`src/rtl/alu_result_fifo_if.sv`:
```
// alu_result_fifo_if: ALU-side capture port and consumer-side valid/ready port of alu_result_fifo
// slave is the FIFO's view; master is the view of whatever drives the ALU side and consumes results.
interface alu_result_fifo_if #(
    parameter int N     = 64,
    parameter int DEPTH = 4
);
    logic                     i_valid;
    logic                     o_ready;
    logic [N-1:0]             i_result;
    logic                     i_carry_out;
    logic [1:0]               i_alu_ctrl;
    logic                     i_a_msb;
    logic                     i_b_msb;
    logic                     o_valid;
    logic                     i_ready;
    logic [N-1:0]             o_result;
    logic [3:0]               o_flags;
    logic [$clog2(DEPTH):0]   o_count;
    logic                     i_clr_sticky;
    logic                     o_sticky_ovf;

    modport slave (
        input  i_valid, i_result, i_carry_out, i_alu_ctrl, i_a_msb, i_b_msb, i_ready, i_clr_sticky,
        output o_ready, o_valid, o_result, o_flags, o_count, o_sticky_ovf
    );

    modport master (
        output i_valid, i_result, i_carry_out, i_alu_ctrl, i_a_msb, i_b_msb, i_ready, i_clr_sticky,
        input  o_ready, o_valid, o_result, o_flags, o_count, o_sticky_ovf
    );
endinterface

```
`src/rtl/alu_result_fifo.sv`:
```
// alu_result_fifo: buffers ALU results with {N,Z,C,V} flags behind a valid/ready handshake
// Optional sticky overflow flag enabled by defining ALU_RESULT_FIFO_STICKY_OVF_EN.
module alu_result_fifo #(
    parameter int N     = 64,
    parameter int DEPTH = 4
) (
    input logic           i_clk,
    input logic           i_rst_n,
    alu_result_fifo_if.slave bus
);
    localparam int AW = $clog2(DEPTH);
    localparam int CW = AW + 1;

    logic [N+3:0]  mem [DEPTH];
    logic [AW-1:0] wr_ptr;
    logic [AW-1:0] rd_ptr;
    logic [CW-1:0] count;
    logic          push;
    logic          pop;
    logic          flag_n;
    logic          flag_z;
    logic          flag_c;
    logic          flag_v;
    logic          res_msb;

    assign bus.o_valid = (count != '0);
    assign bus.o_ready = (count != CW'(DEPTH));
    assign bus.o_count = count;
    assign push        = bus.i_valid & bus.o_ready;
    assign pop         = bus.o_valid & bus.i_ready;

    always_comb begin
        res_msb = bus.i_result[N-1];
        flag_n  = res_msb;
        flag_z  = (bus.i_result == '0);
        flag_c  = bus.i_alu_ctrl[1] ? 1'b0 : bus.i_carry_out;
        flag_v  = (bus.i_alu_ctrl == 2'b00) ? ((bus.i_a_msb == bus.i_b_msb) & (res_msb != bus.i_a_msb)) :
                  (bus.i_alu_ctrl == 2'b01) ? ((bus.i_a_msb != bus.i_b_msb) & (res_msb != bus.i_a_msb)) :
                  1'b0;
    end

    always_ff @(posedge i_clk) begin
        if (push)
            mem[wr_ptr] <= {bus.i_result, flag_n, flag_z, flag_c, flag_v};
    end

    always_ff @(posedge i_clk) begin
        if (!i_rst_n) begin
            wr_ptr <= '0;
            rd_ptr <= '0;
            count  <= '0;
        end else begin
            if (push)
                wr_ptr <= wr_ptr + 1'b1;
            if (pop)
                rd_ptr <= rd_ptr + 1'b1;
            count <= count + CW'(push) - CW'(pop);
        end
    end

    // Zero the head when empty so stale storage never leaks to the consumer.
    assign bus.o_result = bus.o_valid ? mem[rd_ptr][N+3:4] : '0;
    assign bus.o_flags  = bus.o_valid ? mem[rd_ptr][3:0]   : '0;

`ifdef ALU_RESULT_FIFO_STICKY_OVF_EN
    logic sticky_ovf;

    always_ff @(posedge i_clk) begin
        if (!i_rst_n)
            sticky_ovf <= 1'b0;
        else if (push & flag_v)
            sticky_ovf <= 1'b1;
        else if (bus.i_clr_sticky)
            sticky_ovf <= 1'b0;
    end

    assign bus.o_sticky_ovf = sticky_ovf;
`else
    logic unused_clr;

    assign unused_clr       = bus.i_clr_sticky;
    assign bus.o_sticky_ovf = 1'b0;
`endif
endmodule

```
`src/flat_wrapper.sv`:
```
// flat-port wrapper written by rule: the top's interface ports become plain ports
module alu_result_fifo_flat 
#(
    parameter int N     = 64,
    parameter int DEPTH = 4
)
  (i_clk, i_rst_n, bus_i_valid, bus_i_result, bus_i_carry_out, bus_i_alu_ctrl, bus_i_a_msb, bus_i_b_msb, bus_i_ready, bus_i_clr_sticky, bus_o_ready, bus_o_valid, bus_o_result, bus_o_flags, bus_o_count, bus_o_sticky_ovf);
  alu_result_fifo_if #(.N(N), .DEPTH(DEPTH)) bus_i ();
  input logic i_clk;
  input logic i_rst_n;
  input wire logic [$bits(bus_i.i_valid)-1:0] bus_i_valid;
  input wire logic [$bits(bus_i.i_result)-1:0] bus_i_result;
  input wire logic [$bits(bus_i.i_carry_out)-1:0] bus_i_carry_out;
  input wire logic [$bits(bus_i.i_alu_ctrl)-1:0] bus_i_alu_ctrl;
  input wire logic [$bits(bus_i.i_a_msb)-1:0] bus_i_a_msb;
  input wire logic [$bits(bus_i.i_b_msb)-1:0] bus_i_b_msb;
  input wire logic [$bits(bus_i.i_ready)-1:0] bus_i_ready;
  input wire logic [$bits(bus_i.i_clr_sticky)-1:0] bus_i_clr_sticky;
  output wire logic [$bits(bus_i.o_ready)-1:0] bus_o_ready;
  output wire logic [$bits(bus_i.o_valid)-1:0] bus_o_valid;
  output wire logic [$bits(bus_i.o_result)-1:0] bus_o_result;
  output wire logic [$bits(bus_i.o_flags)-1:0] bus_o_flags;
  output wire logic [$bits(bus_i.o_count)-1:0] bus_o_count;
  output wire logic [$bits(bus_i.o_sticky_ovf)-1:0] bus_o_sticky_ovf;
  assign bus_i.i_valid = bus_i_valid;
  assign bus_i.i_result = bus_i_result;
  assign bus_i.i_carry_out = bus_i_carry_out;
  assign bus_i.i_alu_ctrl = bus_i_alu_ctrl;
  assign bus_i.i_a_msb = bus_i_a_msb;
  assign bus_i.i_b_msb = bus_i_b_msb;
  assign bus_i.i_ready = bus_i_ready;
  assign bus_i.i_clr_sticky = bus_i_clr_sticky;
  assign bus_o_ready = bus_i.o_ready;
  assign bus_o_valid = bus_i.o_valid;
  assign bus_o_result = bus_i.o_result;
  assign bus_o_flags = bus_i.o_flags;
  assign bus_o_count = bus_i.o_count;
  assign bus_o_sticky_ovf = bus_i.o_sticky_ovf;
  alu_result_fifo #(.N(N), .DEPTH(DEPTH)) u_core (.i_clk(i_clk), .i_rst_n(i_rst_n), .bus(bus_i));
endmodule
```
`config.mk`:
```
export PLATFORM = sky130hd
export DESIGN_NAME = alu_result_fifo_flat
export DESIGN_NICKNAME = d
export VERILOG_FILES = /design/src/rtl/alu_result_fifo_if.sv /design/src/rtl/alu_result_fifo.sv /design/src/flat_wrapper.sv
export SDC_FILE = /design/constraint.sdc
export NUM_CORES = 1
export LEC_CHECK = 0
export ABC_AREA = 1
export ABC_CLOCK_PERIOD_IN_PS = 4100
export BUFFER_PORTS_ARGS = -buffer_cell sky130_fd_sc_hd__clkbuf_2
export CAP_MARGIN = 10
export CORE_ASPECT_RATIO = 0.5
export CORE_MARGIN = 5
export CORE_UTILIZATION = 54
export CTS_BUF_LIST = sky130_fd_sc_hd__clkbuf_8
export CTS_CLUSTER_SIZE = 40
export DETAILED_ROUTE_END_ITERATION = 10
export GPL_TIMING_DRIVEN = 1
export PLACE_DENSITY = 0.74
export SYNTH_ARGS = -nofsm -noshare
export SYNTH_HDL_FRONTEND = slang
export SYNTH_SLANG_ARGS = --single-unit
export TNS_END_PERCENT = 5
```
`constraint.sdc`:
```
create_clock -name i_clk -period 4.1 [get_ports i_clk]
set_input_delay 0.82 -clock i_clk [delete_from_list [all_inputs] [get_ports i_clk]]
set_output_delay 0.82 -clock i_clk [all_outputs]
set_load 0.03 [all_outputs]
```
==> metrics, run 1 <==
sequential cell area fraction in the yosys report=73.6%; DR WL/cell=18.5 um; Synth Warn #=0; gr usage total=21.5%; area grow syn2layout=14.7%; CP endpoint kind=primary output; Routability Congestion=0.792; clock latency on the worst-skew pair=0.53 ns; final period utilization=87.1%; total CTS buffers=40; I/O pins=about 150; Filler cells=about 1,600; wire length on met2=12,100 um; dpl ws=1.15 ns; DR DRC count=0; global route overflow=0; placed cell count=1,317; Clk Tree Root Cell=clkbuf_8; Syn Inst Count=935; Power Dens Cells=around 650 nW/um2; hpwl dp=15,100 um; Antenna Nets Post-Route=0; R2R Path Start=u_core.bus.o_count[1]$_SDFF_PN0_; die span in x=214 um; worst hold start=u_core.rd_ptr[1]$_SDFFE_PN0P_; final worst slack=approximately 0.53 ns; Worst-Margin Slew=0.895 ns; routed vias/inst=approximately 5.4; Ant. Diodes=0; port bufs=145; crit path launch type=register; Hold Crit Class=reg -> reg; Critical Path RT=3.28 ns; post-cts resize count=0; full die area=23,900 um2; DRT Wirelength=25,500 um; top cells by area, synth=edfxtp_1 (72%), nor2_1 (10%), o21ai_0 (3.4%); post-route cell area=12,800 um2; first-pass GRT wire length=40,400 um; commonest non-fill, non-tap cell in the layout=nor2_1; Mapped Avg Cell Area=12.0 um2; Setup CP Type=reg -> out; hold path depth=2; initial antenna violation count=1; CP max stage delay=0.51 ns; Yosys top cell area share=72.0%; DR pass1 iterations=5; Finished Layout Cells=1,381; worst reg2reg setup slack=1.77 ns; Clock Skews=0.0250 ns; Worst EP arrival=between 2 and 3 ns; WL met3=1860 um; CTS tree=done; Final Util=a little over three fifths; number of flops mapped to enable cells by yosys=268; initial core utilization=54.6%; top_reg_cell synth=edfxtp_1; Post-CTS Setup Inserts=0; share of cells above drive strength 1=19.8%; Met1 Wirelength=11,100 um; vias=7,420; vias in the first global route=roughly 7,700; Area after DPL=12,200 um2; core footprint=20,500 um2; Synth cell types=25; Fmax achieved=~280 MHz; clock slew at reported path FFs=roughly 0.06 ns; DR top layer=met5; synthesis-stage register bit count=277; status=completed; Tmin final=3.57 ns; final hold vios=0; VDD IR max=0.000475 V; CTS max path bufs=3; worst reg2reg path depth=5; pin count of the biggest net entering global routing=68; commonest cells after routing, fill and taps aside=nor2_1 (308), edfxtp_1 (268), clkbuf_2 (145); H-tree depth=2; Synth Net Count=1,016; Synth area leader=edfxtp_1; slowest CP cell=inv_4; initial DRC count=755; Final Max Slew Viols=0; LEAKAGE=4.77 nW; nets@finish=approximately 1,200; worst r2r dst=u_core.mem[0][56]$_DFFE_PP_; clock sink total=277; Die Ht=112 um; Post-CTS Hold Fix Bufs=0; RSZ-0062 raised after global routing=false; Final Setup Violations=0; crit path max fanout=57; maxcap violations=0; row cnt=37; Async S/R FF share, synth=0%; Rel. slew slack=between 40 and 50%; Critical Path, Cell by Cell=inv_4, buf_4, o21ai_0, a21oi_1, clkbuf_2; Mapped Area=~11,000 um2
[area by class of cell]
type / instances / area (um2) / area share, %
inverter: 38 / 145 / 1.13
tap: 273 / 342 / 2.66
clock inverter: 23 / 100 / 0.780
clock buffer: 41 / 564 / 4.40
multi-input combinational: 567 / 2520 / 19.7
sequential: 277 / 8230 / 64.2
timing repair buffer: 162 / 916 / 7.14
[through the flow]
stage	setup TNS, ns	hold slack [ns]	total power [W]
floorplan	-100.66	0.476	0.00562
global placement	0	0.483	0.00644
detailed placement	0	0.497	0.00651
CTS	0	0.484	0.00842
global route	0	0.486	0.00879
finish	0	0.508	0.00834
[report_power, final]
part / leakage (nW) / internal, W / switching (W)
sequential: 2.53 / 0.00344 / 0.000123
combinational: 1.87 / 0.000712 / 0.00215
clock: 0.365 / 0.000921 / 0.000989
total: 4.77 / 0.00507 / 0.00326
[worst max-delay path by stage]
stage / start / to / slack [ns] / cells after the start
after CTS: register / bus_o_result[13] / 0.52 / 5
after global routing: register / bus_o_result[13] / 0.37 / 5
after floorplan: u_core.bus.o_count[1]$_SDFF_PN0_ / u_core.mem[0][0]$_DFFE_PP_ / -0.38 / 4
after detailed placement: register / bus_o_result[13] / 1.15 / 5
after global placement: register / bus_o_result[13] / 1.18 / 5
final: register / bus_o_result[13] / 0.53 / 5
[critical path, delay by kind of cell (launching register included)]
family                 cells  cell delay (ns)
buffers and inverters      3             1.18
flip-flops                 1             0.50
AO/OA/AOI/OAI              2             0.45
[synthesized netlist by cell type (2+ instances only)]
master    count
dfxtp_1       9
inv_2         2
nand4_1       4
nand2_1      24
nor3_1        2
inv_1        35
buf_4         5
clkbuf_1     15
nor2_1      312
a21oi_1      72
o21ai_1      61
ha_1          6
buf_6         9
buf_2        23
edfxtp_1    268
o21ai_0      77
and2_1        3
[routing by layer]
metal	GRT usage, %	vias up
li1	-	3543
met1	29.8	3579
met2	34.3	255
met3	5.46	41
met4	5.88	2
met5	0	-
[cell families (layout without fill, tap and decap cells)]
group,after synthesis,after routing,share of synthesized area (%)
other,1,1,0.0335
xor gates and xnor gates,2,2,0.157
buffers and inverters,91,264,4.11
and+or+nand+nor,347,347,11.9
DFF,277,277,73.6
AOI/OAI and AO/OA,210,210,9.40
adders and majority gates,7,7,0.850
[sequential cells by signal, indices dropped and copies added, names as in the netlist, named ones only]
signal / count
u_core.wr_ptr: 2
u_core.rd_ptr: 2
u_core.mem: 268
u_core.bus.o_count: 3
Power figures use the tool's default switching activity.
==> run 2, diff against run 1 <==
--- a/config.mk
+++ b/config.mk
@@ -17,6 +17,7 @@
 export DETAILED_ROUTE_END_ITERATION = 10
 export GPL_TIMING_DRIVEN = 1
 export PLACE_DENSITY = 0.74
+export REMOVE_ABC_BUFFERS = 1
 export SYNTH_ARGS = -nofsm -noshare
 export SYNTH_HDL_FRONTEND = slang
 export SYNTH_SLANG_ARGS = --single-unit
==> run 2 against run 1 <==
Compared with the run above: core utilization shrank 0.20 points; global-route usage shrank 1.1 points; highest routed layer unchanged; wire length shrank 3.2%; critical path depth is the same; cell count shrank 0.36%; count of clock-buffer cells in the layout shrank 2.
==> metrics, run 2 (synthesis gave the netlist of run 1 again) <==
status=completed; Filler cells=1,570; Worst-Margin Slew=0.929 ns; clock slew at reported path FFs=roughly 0.06 ns; Post-CTS Setup Inserts=0; VDD IR max=0.000583 V; Setup CP Type=reg -> out; DR WL/cell=between 15 and 20 um; die span in x=214 um; Worst EP arrival=between 2 and 3 ns; setup TNS=0 ns; pin count of the biggest net entering global routing=73; Rel. slew slack=38.1%; Die Ht=about 110 um; initial core utilization=54.6%; Top reg by flops=u_core.mem; Tmin final=3.51 ns; Net Sw Frac=39.0%; Power Dens Cells=647 nW/um2; share of cells above drive strength 1=19.3%; placed cell count=1,315; dpl ws=1.15 ns; routed vias/inst=5.30; combinational power share=34.6%; CTS max path bufs=3; DRT Wirelength=between 20,000 and 25,000 um; CP endpoint kind=primary output; Internal=0.00504 W; full die area=23,900 um2; port bufs=around 150; LEAKAGE=roughly 4.8 nW; global route overflow=0; Critical Path RT=3.28 ns; CP max stage delay=0.83 ns; RSZ-0062 raised after global routing=false; Final Setup Violations=0; Clock Skews=0.0102 ns; max FFs per register=268; Routability Congestion=0.755; total CTS buffers=39; I/O pins=~150; area grow syn2layout=14.3%; clock latency on the worst-skew pair=0.50 ns; CTS tree=done; gr usage total=20.4%; Antenna Nets Post-Route=0; commonest non-fill, non-tap cell in the layout=nor2_1; hpwl dp=13,900 um; final period utilization=85.5%; Critical Path, Cell by Cell=inv_4, buf_4, o21ai_0, a21oi_1, clkbuf_2; initial DRC count=626; Tot Pwr=0.00827 W; register area=between 8000 and 9000 um2; Multi-input gate area=2520 um2; nets@finish=1,164; first-pass GRT wire length=~39,000 um; Final Max Slew Viols=0; clock sink total=277; vias=7,292; Clk network pwr share=around 22%; Finished Layout Cells=1,376; DR pass1 iterations=4; maxcap violations=0; part of the power in registers=between 40% and 50%; core footprint=20,500 um2; Net Sw Power=between 0.003 and 0.004 W; DR DRC count=0; Ant. Diodes=0; initial antenna violation count=4; family with the most delay on the worst path=buffers and inverters; post-cts resize count=0; row cnt=37; final worst slack=0.593 ns; crit path launch type=register; slowest CP cell=dfxtp_4; Post-CTS Hold Fix Bufs=0; commonest cells after routing, fill and taps aside=nor2_1 (308), edfxtp_1 (268), clkbuf_2 (145); Buf/Inv on CP=3; crit path max fanout=64; H-tree depth=2; Hold Crit Class=reg -> reg; Clk Tree Root Cell=clkbuf_8; Fmax achieved=285 MHz; vias in the first global route=7,362; final hold vios=0
==> run 2: changes by cell type in the layout (fill, tap and decap cells not counted) <==
cell        change
buf_4           -3
clkinv_1        -5
clkinvlp_4      -2
clkbuf_8        -2
inv_1           +6
buf_12          +1
==> run 2: worst min-delay path: stages (launching register included) <==
cell and delay [ns]:
dfxtp_1 0.31, nor2_1 0.10, nor2_1 0.06
==> run 2: area by class of cell <==
cell class	instances	area share, %
clock inverter	22	0.695
sequential	277	64.4
inverter	38	1.14
clock buffer	39	4.20
multi-input combinational	567	19.8
tap	273	2.67
timing repair buffer	160	7.14
==> run 2: through the flow <==
| step | area [um2] | hold slack (ns) | utilization, % |
|---|---|---|---|
| after floorplan | 10900 | 0.476 | - |
| after global placement | 12200 | 0.483 | 59.4 |
| after detailed placement | 12200 | 0.504 | 59.4 |
| after CTS | 12800 | 0.517 | 62.5 |
| after global routing | 12800 | 0.523 | 62.5 |
| final | 12800 | 0.507 | 62.5 |
==> run 2: metal layers <==
metal | track usage, % | share of wire (%)
met1 | 28.0 | 43
met2 | 33.1 | 48
met3 | 4.95 | 6.4
met4 | 5.80 | 1.9
met5 | 0 | 0.24
==> run 2: final timing paths <==
check	from	endpoint	slack [ns]	depth (start not counted)
worst max-delay path	register	bus_o_result[47]	0.59	5
worst min-delay path	u_core.rd_ptr[1]$_SDFFE_PN0P_	register	0.51	2
worst max register to register	u_core.bus.o_count[1]$_SDFF_PN0_	u_core.mem[2][38]$_DFFE_PP_	1.77	5
worst min register to register	u_core.rd_ptr[1]$_SDFFE_PN0P_	register	0.51	2
==> run 2: power groups by stage <==
stage               logic (W)  clock network, W  registers [W]
global route          0.00310           0.00200        0.00360
CTS                   0.00289           0.00186        0.00358
finish                0.00286           0.00183        0.00357
global placement      0.00284                 0        0.00362
floorplan             0.00179                 0        0.00370
detailed placement    0.00288                 0        0.00363
==> run 3, diff against run 2 <==
--- a/config.mk
+++ b/config.mk
@@ -9,13 +9,16 @@
 export ABC_CLOCK_PERIOD_IN_PS = 4100
 export BUFFER_PORTS_ARGS = -buffer_cell sky130_fd_sc_hd__clkbuf_2
 export CAP_MARGIN = 10
+export CELL_PAD_IN_SITES_DETAIL_PLACEMENT = 1
+export CELL_PAD_IN_SITES_GLOBAL_PLACEMENT = 2
 export CORE_ASPECT_RATIO = 0.5
 export CORE_MARGIN = 5
-export CORE_UTILIZATION = 54
+export CORE_UTILIZATION = 36
 export CTS_BUF_LIST = sky130_fd_sc_hd__clkbuf_8
 export CTS_CLUSTER_SIZE = 40
 export DETAILED_ROUTE_END_ITERATION = 10
 export GPL_TIMING_DRIVEN = 1
+export HOLD_SLACK_MARGIN = 0.02
 export PLACE_DENSITY = 0.74
 export REMOVE_ABC_BUFFERS = 1
 export SYNTH_ARGS = -nofsm -noshare
==> run 3 against run 2 <==
Compared with the run above: core utilization is 20 points lower; critical path depth stayed put; die area is 46% higher; register-to-register slack better by 0.14 ns; clock skew is 0.0087 ns higher; sequential share of layout area is 1.4 points lower; via count is 1.9% higher; cell count is 12% higher; largest power group unchanged.
==> metrics, run 3 (synthesis gave the netlist of run 1 again) <==
CTS tree=done; Die Ht=roughly 130 um; Finished Layout Cells=roughly 1,500; worst reg2reg path depth=5; RSZ-0062 raised after global routing=false; area grow syn2layout=16.9%; max FFs per register=268; Worst-Margin Slew=0.986 ns; final period utilization=82.5%; hold_ws=about 0.5 ns; DR WL/cell=18.3 um; clock sink total=277; Final Setup Violations=0; clock latency on the worst-skew pair=0.54 ns; CTS max path bufs=3; Critical Path, Cell by Cell=inv_4, buf_12, o21ai_0, a21oi_1, clkbuf_2; Hold Crit Class=reg -> reg; nets@finish=1,166; placed cell count=1,463; Post-CTS Hold Fix Bufs=0; R2R Path Start=u_core.bus.o_count[1]$_SDFF_PN0_; Worst setup endpoint=bus_o_result[34]; first-pass GRT wire length=43,700 um; CP max stage delay=0.46 ns; hpwl dp=about 16,000 um; initial core utilization=36.7%; Top reg by flops=u_core.mem; Power Dens Cells=654 nW/um2; CP endpoint kind=primary output; number of cells on the critical path=5; Clk Tree Root Cell=clkbuf_8; Clock Skews=roughly 0.019 ns; Antenna Nets Post-Route=0; gr usage total=16.0%; DR DRC count=0; total CTS buffers=between 40 and 50; Setup CP Type=reg -> out; full die area=between 30,000 and 40,000 um2; final hold vios=0; H-tree depth=2; vias in the first global route=8,013; Fmax achieved=296 MHz; post-cts resize count=0; Final Util=42.9%; worst reg2reg setup slack=around 1.9 ns; commonest non-fill, non-tap cell in the layout=nor2_1; dpl ws=1.22 ns; crit path max fanout=around 90; Worst EP arrival=about 2.6 ns; family with the most delay on the worst path=buffers and inverters; initial antenna violation count=2; final worst slack=0.719 ns; maxcap violations=0; routed vias/inst=4.82; pin count of the biggest net entering global routing=roughly 110; crit path launch type=register; vias=7,433; commonest cells after routing, fill and taps aside=nor2_1 (308), edfxtp_1 (268), clkbuf_2 (145); global route overflow=0; VDD IR max=0.000307 V; DRT Wirelength=28,300 um; hold path depth=2; initial DRC count=~320; Post-CTS Setup Inserts=0; Buf/Inv on CP=3; worst r2r dst=u_core.mem[0][11]$_DFFE_PP_; slowest CP cell=dfxtp_4; I/O pins=between 100 and 150; core footprint=30,500 um2; status=completed; Rel. slew slack=34.3%; DR pass1 iterations=4; Filler cells=3,318; LEAKAGE=4.86 nW; Final Max Slew Viols=0; port bufs=145; Critical Path RT=~3.3 ns; Routability Congestion=0.713; die span in x=259 um; clock slew at reported path FFs=0.06 ns; share of cells above drive strength 1=19.3%; row cnt=45; Tmin final=3.38 ns
## run 3: changes by cell type in the layout (fill, tap and decap cells not counted), sizes merged
cell	previous run	this run
buf	15	13
bufinv	0	1
clkbuf	184	190
clkinv	6	10
clkinvlp	1	0
diode	0	1
inv	53	59
## run 3: worst reg2reg max path: stages (launching register included)
cell and delay [ns]:
dfxtp_1 0.45, nor2_1 0.08, nand2_1 0.08, nand2_1 0.31, nor2_4 0.47, buf_12 0.41
## run 3: metal layers
metal  global-route usage [%]  part of all wire (%)  vias up
met4                     4.25                   2.0        2
met5                        0                 0.025        -
met3                     3.42                   3.8       46
li1                         -                     -     3549
met1                     19.6                    43     3723
met2                     29.0                    51      113
## run 3: through the flow
stage / TNS (ns) / cell area (um2) / total power (W)
6_report: 0 / 13100 / 0.00855
5_1_grt: 0 / 13100 / 0.00907
4_1_cts: 0 / 13100 / 0.00871
3_5_place_dp: 0 / 12300 / 0.00659
3_3_place_gp: 0 / 12300 / 0.00654
2_1_floorplan: -154.91 / 10900 / 0.00549
## run 3: where the power goes
group          internal [W]  switching (W)  total (W)
combinational      0.000704        0.00220    0.00291
sequential          0.00344       0.000108    0.00355
clock               0.00107        0.00102    0.00209
## run 3: layout make-up
type | instances | area, um2 | share of cell area, %
Multi-Input combinational cell | 567 | 2520 | 19.3
Inverter | 38 | 145 | 1.11
Tap cell | 423 | 529 | 4.05
Clock inverter | 32 | 148 | 1.13
Timing Repair Buffer | 158 | 873 | 6.68
Clock buffer | 45 | 619 | 4.74
Antenna cell | 1 | 2.50 | 0.0191
Sequential cell | 277 | 8230 | 63.0
## run 3: worst min-delay path by stage
stage	from	to	slack (ns)
global placement	u_core.rd_ptr[1]$_SDFFE_PN0P_	register	0.48
CTS	bus_i_result[51]	u_core.mem[1][55]$_DFFE_PP_	0.47
global route	bus_i_result[56]	u_core.mem[3][60]$_DFFE_PP_	0.46
floorplan	u_core.rd_ptr[1]$_SDFFE_PN0P_	register	0.48
finish	u_core.rd_ptr[1]$_SDFFE_PN0P_	register	0.49
detailed placement	u_core.rd_ptr[1]$_SDFFE_PN0P_	register	0.49
